## src/rtl/brew_pkg.sv

```systemverilog
// Shared types and recipe table for the brew sequencer.
package brew_pkg;

    typedef enum logic [2:0] {
        ST_IDLE,
        ST_ARM,
        ST_RUN,
        ST_DONE,
        ST_FAULT
    } state_t;

    localparam logic [1:0] PH_GRIND = 2'd0;
    localparam logic [1:0] PH_HEAT  = 2'd1;
    localparam logic [1:0] PH_BREW  = 2'd2;

    // Seconds per phase; a zero entry means the phase is skipped.
    function automatic logic [1:0] recipe_dur(input logic [1:0] kind, input logic [1:0] ph);
        logic [5:0] row;
        logic [1:0] dur;
        case (kind)
            2'd0:    row = {2'd1, 2'd2, 2'd1};
            2'd1:    row = {2'd1, 2'd2, 2'd3};
            2'd2:    row = {2'd2, 2'd3, 2'd2};
            default: row = {2'd0, 2'd1, 2'd3};
        endcase
        case (ph)
            PH_GRIND: dur = row[5:4];
            PH_HEAT:  dur = row[3:2];
            default:  dur = row[1:0];
        endcase
        return dur;
    endfunction

endpackage

```

## src/rtl/brew_watchdog.sv

```systemverilog
// Cycle-count watchdog guarding one timed phase against a timer that never expires.
module brew_watchdog #(
    parameter int WDOG_MAX = 500000000,
    parameter int WDOG_W   = 29
) (
    input  logic clk_100MHz,
    input  logic rst_n,
    input  logic clear,
    input  logic enable,
    output logic expire
);

    logic [WDOG_W-1:0] count;

    always_ff @(posedge clk_100MHz or negedge rst_n) begin
        if (!rst_n) begin
            count <= '0;
        end else if (clear) begin
            count <= '0;
        end else if (enable) begin
            count <= count + WDOG_W'(1);
        end
    end

    // Fires on the WDOG_MAX-th enabled cycle after a clear.
    assign expire = enable && (count == WDOG_W'(WDOG_MAX - 1));

endmodule

```

## src/rtl/brew_sequencer.sv

```systemverilog
// Coffee maker brew controller: sequences GRIND/HEAT/BREW through the external timer.
//
// state | meaning
// IDLE  | waiting for a start_btn rising edge
// ARM   | value holds current phase duration; pulse timer or skip a zero phase
// RUN   | actuators on for current phase, waiting for t_expired or watchdog
// DONE  | one-cycle completion pulse
// FAULT | watchdog tripped; actuators off until cancel
module brew_sequencer
    import brew_pkg::*;
#(
    parameter int WDOG_MAX = 500000000,
    parameter int WDOG_W   = 29
) (
    input  logic       clk_100MHz,
    input  logic       rst_n,
    input  logic       start_btn,
    input  logic       cancel,
    input  logic [1:0] coffee_type,
    input  logic       t_expired,
    output logic [1:0] value,
    output logic       start_timer,
    output logic       grinder_on,
    output logic       heater_on,
    output logic       pump_on,
    output logic       busy,
    output logic       done,
    output logic       fault,
    output logic [1:0] phase
);

    state_t     state, state_nx;
    logic [1:0] phase_nx;
    logic [1:0] recipe, recipe_nx;
    logic [1:0] value_nx;
    logic       start_btn_q;
    logic       start_edge;
    logic       wd_clear;
    logic       wd_expire;

    assign start_edge = start_btn & ~start_btn_q;

    brew_watchdog #(
        .WDOG_MAX (WDOG_MAX),
        .WDOG_W   (WDOG_W)
    ) u_watchdog (
        .clk_100MHz (clk_100MHz),
        .rst_n      (rst_n),
        .clear      (wd_clear),
        .enable     (state == ST_RUN),
        .expire     (wd_expire)
    );

    always_ff @(posedge clk_100MHz or negedge rst_n) begin
        if (!rst_n) begin
            state       <= ST_IDLE;
            phase       <= PH_GRIND;
            recipe      <= 2'd0;
            value       <= 2'd0;
            start_btn_q <= 1'b0;
        end else begin
            state       <= state_nx;
            phase       <= phase_nx;
            recipe      <= recipe_nx;
            value       <= value_nx;
            start_btn_q <= start_btn;
        end
    end

    always_comb begin
        state_nx    = state;
        phase_nx    = phase;
        recipe_nx   = recipe;
        value_nx    = value;
        wd_clear    = 1'b0;
        start_timer = 1'b0;

        case (state)
            ST_IDLE: begin
                if (!cancel && start_edge) begin
                    recipe_nx = coffee_type;
                    phase_nx  = PH_GRIND;
                    state_nx  = ST_ARM;
                end
            end
            ST_ARM: begin
                if (cancel) begin
                    state_nx = ST_IDLE;
                    phase_nx = PH_GRIND;
                end else if (value == 2'd0) begin
                    if (phase != PH_BREW) begin
                        phase_nx = phase + 2'd1;
                    end else begin
                        state_nx = ST_DONE;
                    end
                end else begin
                    start_timer = 1'b1;
                    wd_clear    = 1'b1;
                    state_nx    = ST_RUN;
                end
            end
            ST_RUN: begin
                if (cancel) begin
                    state_nx = ST_IDLE;
                    phase_nx = PH_GRIND;
                end else if (wd_expire) begin
                    state_nx = ST_FAULT;
                end else if (t_expired) begin
                    if (phase != PH_BREW) begin
                        phase_nx = phase + 2'd1;
                        state_nx = ST_ARM;
                    end else begin
                        state_nx = ST_DONE;
                    end
                end
            end
            ST_DONE: begin
                state_nx = ST_IDLE;
                phase_nx = PH_GRIND;
            end
            ST_FAULT: begin
                if (cancel) begin
                    state_nx = ST_IDLE;
                    phase_nx = PH_GRIND;
                end
            end
            default: begin
                state_nx = ST_IDLE;
                phase_nx = PH_GRIND;
            end
        endcase

        // value is ready on the first ARM cycle of every phase, including skipped ones.
        if (state_nx == ST_ARM) begin
            value_nx = recipe_dur(recipe_nx, phase_nx);
        end
    end

    assign grinder_on = (state == ST_RUN) && (phase == PH_GRIND);
    assign heater_on  = (state == ST_RUN) && ((phase == PH_HEAT) || (phase == PH_BREW));
    assign pump_on    = (state == ST_RUN) && (phase == PH_BREW);
    assign busy       = (state == ST_ARM) || (state == ST_RUN) || (state == ST_DONE);
    assign done       = (state == ST_DONE);
    assign fault      = (state == ST_FAULT);

endmodule

```

## config.mk

```make
export PLATFORM = sky130hd
export DESIGN_NAME = brew_sequencer
export DESIGN_NICKNAME = d
export VERILOG_FILES = /design/src/rtl/brew_pkg.sv /design/src/rtl/brew_watchdog.sv /design/src/rtl/brew_sequencer.sv
export SDC_FILE = /design/constraint.sdc
export NUM_CORES = 1
export LEC_CHECK = 0
export BUFFER_PORTS_ARGS = -buffer_cell sky130_fd_sc_hd__buf_2
export CORE_MARGIN = 1.5
export CORE_UTILIZATION = 55
export CTS_BUF_LIST = sky130_fd_sc_hd__clkbuf_16
export DETAILED_ROUTE_END_ITERATION = 12
export GPL_TIMING_DRIVEN = 0
export MAX_ROUTING_LAYER = met4
export PLACE_DENSITY = 0.81
export SLEW_MARGIN = 20
export SYNTH_ARGS = -nofsm -noshare
export SYNTH_HDL_FRONTEND = slang
export SYNTH_SLANG_ARGS = --single-unit
```

## constraint.sdc

```tcl
create_clock -name clk_100MHz -period 6.5 [get_ports clk_100MHz]
set_clock_uncertainty 0.1 [all_clocks]
set_input_delay 0.975 -clock clk_100MHz [delete_from_list [all_inputs] [get_ports clk_100MHz]]
set_output_delay 0.975 -clock clk_100MHz [all_outputs]
set_load 0.01 [all_outputs]
```

* After elaboration in Yosys (flattened, before gate mapping)
Cells that the tools add are included.
Widths: inputs -> output; s select.
** Operators by class
- Add/sub/neg operators :: 2
- Equal/unequal tests :: 12
- Multiplexer cells :: 28
- Bitwise gates (word level) :: 2
- Reductions and logical operators :: 15
** Operators with widths (count)
- $mux 29 :: 2
- $add 29x1->29 const B :: 1
- $eq 29x29->1 const B :: 1
- $mux 3 :: 8
- $mux 2 :: 11
- $pmux 6 s3 :: 1
- $pmux 3 s4 :: 1
- $logic_not 2->1 :: 4
- $pmux 2 s4 :: 1
- $eq 2x1->1 const B :: 3
- $eq 3x1->1 const B :: 2
- $eq 3x2->1 const B :: 2
- $logic_and 1x1->1 :: 5
- $eq 2x2->1 const B :: 2
- $pmux 2 s2 :: 1
- $eq 3x3->1 const B :: 1
- $logic_not 3->1 :: 1
- $logic_or 1x1->1 :: 3
- $mux 1 :: 3
- $add 2x1->2 const B :: 1
- $ne 2x2->1 const B :: 1
- $reduce_bool 2->1 :: 1
- $and 1x1->1 :: 1
- $logic_not 1->1 :: 1
- $not 1->1 :: 1
** Storage, ports and cells
- Bits in registers :: 39
- Bits of input ports :: 7
- Output and inout bits :: 11
- Logic and storage cells :: 65

* Longest topological paths before layout
- Depth in word-level cells :: 8
- Depth in mapped cells :: 7

* Hierarchy
A second synthesis with hierarchy kept.
** Unflattened totals
- Cell total of the unflattened synthesis :: 244
- Area, all modules :: 2346.0 um^2
** By module, submodules not included
- brew_watchdog :: times used 1, cells each 168, area an instance 1611.5 um^2
- brew_sequencer :: times used 1, cells each 76, area an instance 734.5 um^2

* Worst setup path before layout
Ideal clock, no wire load.
- Path kind :: input -> output
- Start :: in cancel
- End :: out start_timer
- Arrival :: 2.151 ns
- Data required time :: 5.425 ns
- Slack :: 3.274 ns
- Stages :: 4
- Buffers on the path :: 2
- Cells stage by stage :: buf_2 or4b_1 nor2_1 clkbuf_1
** Between the ends
- Word-level cells in the longest chain between the ends :: 2
** RTL lines
- start: declaration :: line brew_sequencer.sv:18 : input logic cancel,
- $mux 1 :: line brew_sequencer.sv:87 : if (cancel) begin
- $mux 1 :: line brew_sequencer.sv:78 : case (state)
- end: declaration :: line brew_sequencer.sv:22 : output logic start_timer,
No other way between the ends.

* Worst setup path after layout
Same ends and word-level chain as after synthesis.

==> flow_results.org <==
** Setup path
- The worst setup path is captured at an output pin.
- On the worst path, the slowest cell contributes a delay of 550 ps.
- In this design, the largest share of critical-path delay is due to buffers and inverters.
- The number of buffers and inverters on the critical path is 3.
- Number of stages on the worst setup path :: 5
- Data on the critical path is required at its endpoint by 5420 ps.
- The worst setup path is launched from a primary input.
- Among the stages of the critical path, the cell type that occurs most often is sky130_fd_sc_hd__buf_2.
- Cell-by-cell listing of the critical path :: buf_2, or4b_1, nor2_1, clkbuf_1, buf_2
- Data on the critical path arrives at its endpoint at around 2500 ps.
- Of all nets on the critical path, the largest fanout is 10.
- The critical path is of the primary input to output pin type.
- Highest-delay cell along the critical path :: sky130_fd_sc_hd__or4b_1
- Path depth of the worst reg2reg path :: 6

** Die
- Area of the die :: ~4400 um2
- IO Count :: 18
- Std cell rows :: 22
- Die span in x :: ~66 um
- Die Y :: around 66 um
- Initial standard-cell utilization of the core :: between 50% and 60%
- Core Area :: 3770 um2

** Min path
- Number of cells on the worst hold path :: 1
- Classification of the worst-slack hold path :: flip-flop to flip-flop

** Global routing
- After global routing the overflow that remains totals 0.
- The first global-routing pass estimated just under 8000 um of wire.
- The initial antenna violation count is 0.
- The via count of the first global-routing pass is 1743.
- In the global route stage, overall resource usage came out at around a quarter.
- Entering global routing, the biggest net connects 40 pins.

** Synth
- In the synthesized netlist the async set-or-reset flop fraction comes to 100%.
- By area the synthesized netlist is led by sky130_fd_sc_hd__dfrtp_1, sky130_fd_sc_hd__xor2_1, sky130_fd_sc_hd__nor2_1, sky130_fd_sc_hd__nand2_1, sky130_fd_sc_hd__nand3_1.
- Count of yosys warnings during synthesis :: 0
- Post-synthesis net count :: between 200 and 250
- Fraction of synthesized cell area taken by the top area cell type :: 44.1%
- Combined area of all synthesized cells :: 2210 um2
- Counting distinct cell types in the post-synthesis netlist gives 50.
- Sequential area share after synthesis :: around 44%
- Post-synthesis average cell area :: around 9.7 um2
- Mapped Cells :: between 200 and 250
- Commonest cells in the synthesized netlist :: sky130_fd_sc_hd__nor2_1, sky130_fd_sc_hd__dfrtp_1, sky130_fd_sc_hd__xor2_1
- Synthesis inferred 39 register bits.
- Among all flip-flop cells after synthesis, the most frequent one is sky130_fd_sc_hd__dfrtp_1.
- Of all cell types, the one taking the most synthesized area is sky130_fd_sc_hd__dfrtp_1.
- Counting flops with a built-in enable in the synthesized netlist gives 0.
- sky130_fd_sc_hd__nor2_1 is the most common cell in the netlist.

** Drt
- Iteration-0 DRC count of the detailed router :: a little over 90
- Antenna violation net count after detailed routing :: 0
- Vias after detailed routing :: about 1700
- After detailed routing, the number of remaining DRC violations is 0.
- In the final routed layout, each cell accounts on average for around 15 um.
- The first detailed-routing pass ran for 4 iterations.
- Routed wire length :: ~4500 um
- DR vias/cell :: roughly 5.8

** CTS
- After clock tree synthesis, the flow added hold-fix buffers numbering 0.
- In this run the deepest clock path goes through 2 buffers.
- The number of clock buffers added by TritonCTS is 5.
- Clock-pin slew was measured on the worst setup and hold paths at approximately 60 ps.
- The H-tree was split into 2 levels.
- Cts repair resizes :: 0
- Clock insertion delay at the later pin of the skew report :: roughly 280 ps
- CTS placed an instance of sky130_fd_sc_hd__clkbuf_16 at the clock tree root.
- The clock drives 39 sinks.
- CTS tree :: done
- Post-CTS setup buffer count :: 0

** Power
- IR analysis of the VDD net gives a maximum drop of 149 uV.
- Tot Pwr :: just under 0.0007 W
- In this run the power density over the cells is 279 nW/um2.
- In this run the static leakage power is between 1 and 1.5 nW.

** Cells and area
- Layout cell share with drive strength beyond 1 :: ~18%
- Total inserted antenna cells :: 0
- Signed area change from the synthesized netlist to the final layout :: 12.7%
- For this run, the post-layout net count is around 260.

** Timing
- Final period utilization :: between 50% and 60%
- Final period demand of the worst path :: roughly 3500 ps
- For the pin with the worst max-slew slack, the measured transition is roughly 1000 ps.
- Remaining max-slew budget at the tightest pin :: 32.3%
- In the final timing run, aggregate negative setup slack is 0 ps.
- Final setup viols :: 0
- Static timing analysis puts the maximum clock frequency at approximately 280 MHz.
- Setup repair after global routing left no endpoint under its margin.
- Final Max Tran Viols :: 0
- Final hold violation count :: 0

** Flow run
- Max-cap violations :: 0

** Status
- The flow ran to the end, and the final reports show no timing, DRC or antenna violations.

** Placement
- After legalization and detailed placement, the total HPWL measured 3150 um.
- Routability cong. :: a little over 0.8
- In this run the tool buffered the top-level ports with 16 buffer cells.
state kept, by name, indices dropped and copies added, names as in the netlist:
name	flops
recipe	2
u_watchdog.count	29
phase	2
state	3
value	2
start_btn_q	1
power breakdown:
| group | total, W | switching (W) | internal, W |
|---|---|---|---|
| combinational | 0.000144 | 0.0000811 | 0.0000626 |
| clock | 0.000235 | 0.0000950 | 0.000140 |
| sequential | 0.000316 | 0.0000380 | 0.000278 |
| total | 0.000695 | 0.000214 | 0.000481 |
metal layers:
layer | wire, um | GRT usage [%] | part of all wire, % | vias to the layer above
met2 | 2130 | 39.0 | 48 | 30
met1 | 2150 | 31.5 | 48 | 837
li1 | - | - | - | 859
met3 | 136 | 4.09 | 3.0 | 5
met5 | 0 | - | 0 | -
met4 | 68 | 10.2 | 1.5 | 0
cells by family after synthesis:
family	share of synthesized area (%)
DFF	44.1
adders and majority gates	1.70
and+or+nand+nor	34.0
buffers and inverters	2.37
muxes	1.47
AOI/OAI and AO/OA	5.26
xor gates and xnor gates	11.1
placed cells by master (no fill, tap or decap), drive strengths merged, types with 3 or more instances in the layout:
cell type,count
clkbuf,8
nor4b,4
xnor2,5
clkinv,3
dfrtp,39
xor2,23
o21ai,6
nor2,40
nand2,18
ha,3
or3,3
buf,20
inv,4
nand4,13
and2,4
nor4,3
and4,4
nand3,13
and3,7
nand2b,3
nor3,4
cell type report:
cell class                 instances  area, um2
clock buffer                       5        125
sequential                        39        976
fill                             290       1280
buffer                             7       37.5
inverter                           4       15.0
clock inverter                     3       15.0
timing repair buffer              16       80.1
multi-input combinational        179       1180
tap                               48       60.1
through the flow:
stage                     area, um2  hold slack (ps)  setup WS, ps  std cells  util, %
after floorplan                2210              378          3270        229        -
final                          2490              423          2960        301     66.1
after global routing           2490              430          2840        301     66.1
after detailed placement       2350              408          2960        293     62.4
after CTS                      2490              423          2960        301     66.1
after global placement         2350              400          2970        293     62.4
path summary, 6_finish.rpt:
path                           start  slack [ps]                   end
max                           cancel        2960           start_timer
min                        recipe[0]         420             recipe[0]
max reg2reg                 state[2]        4040              value[1]
min reg2reg                recipe[0]         420             recipe[0]
max in group asynchronous      rst_n        5040   u_watchdog.count[0]
min in group asynchronous      rst_n         710  u_watchdog.count[10]
(Power assumes the default switching activity.)
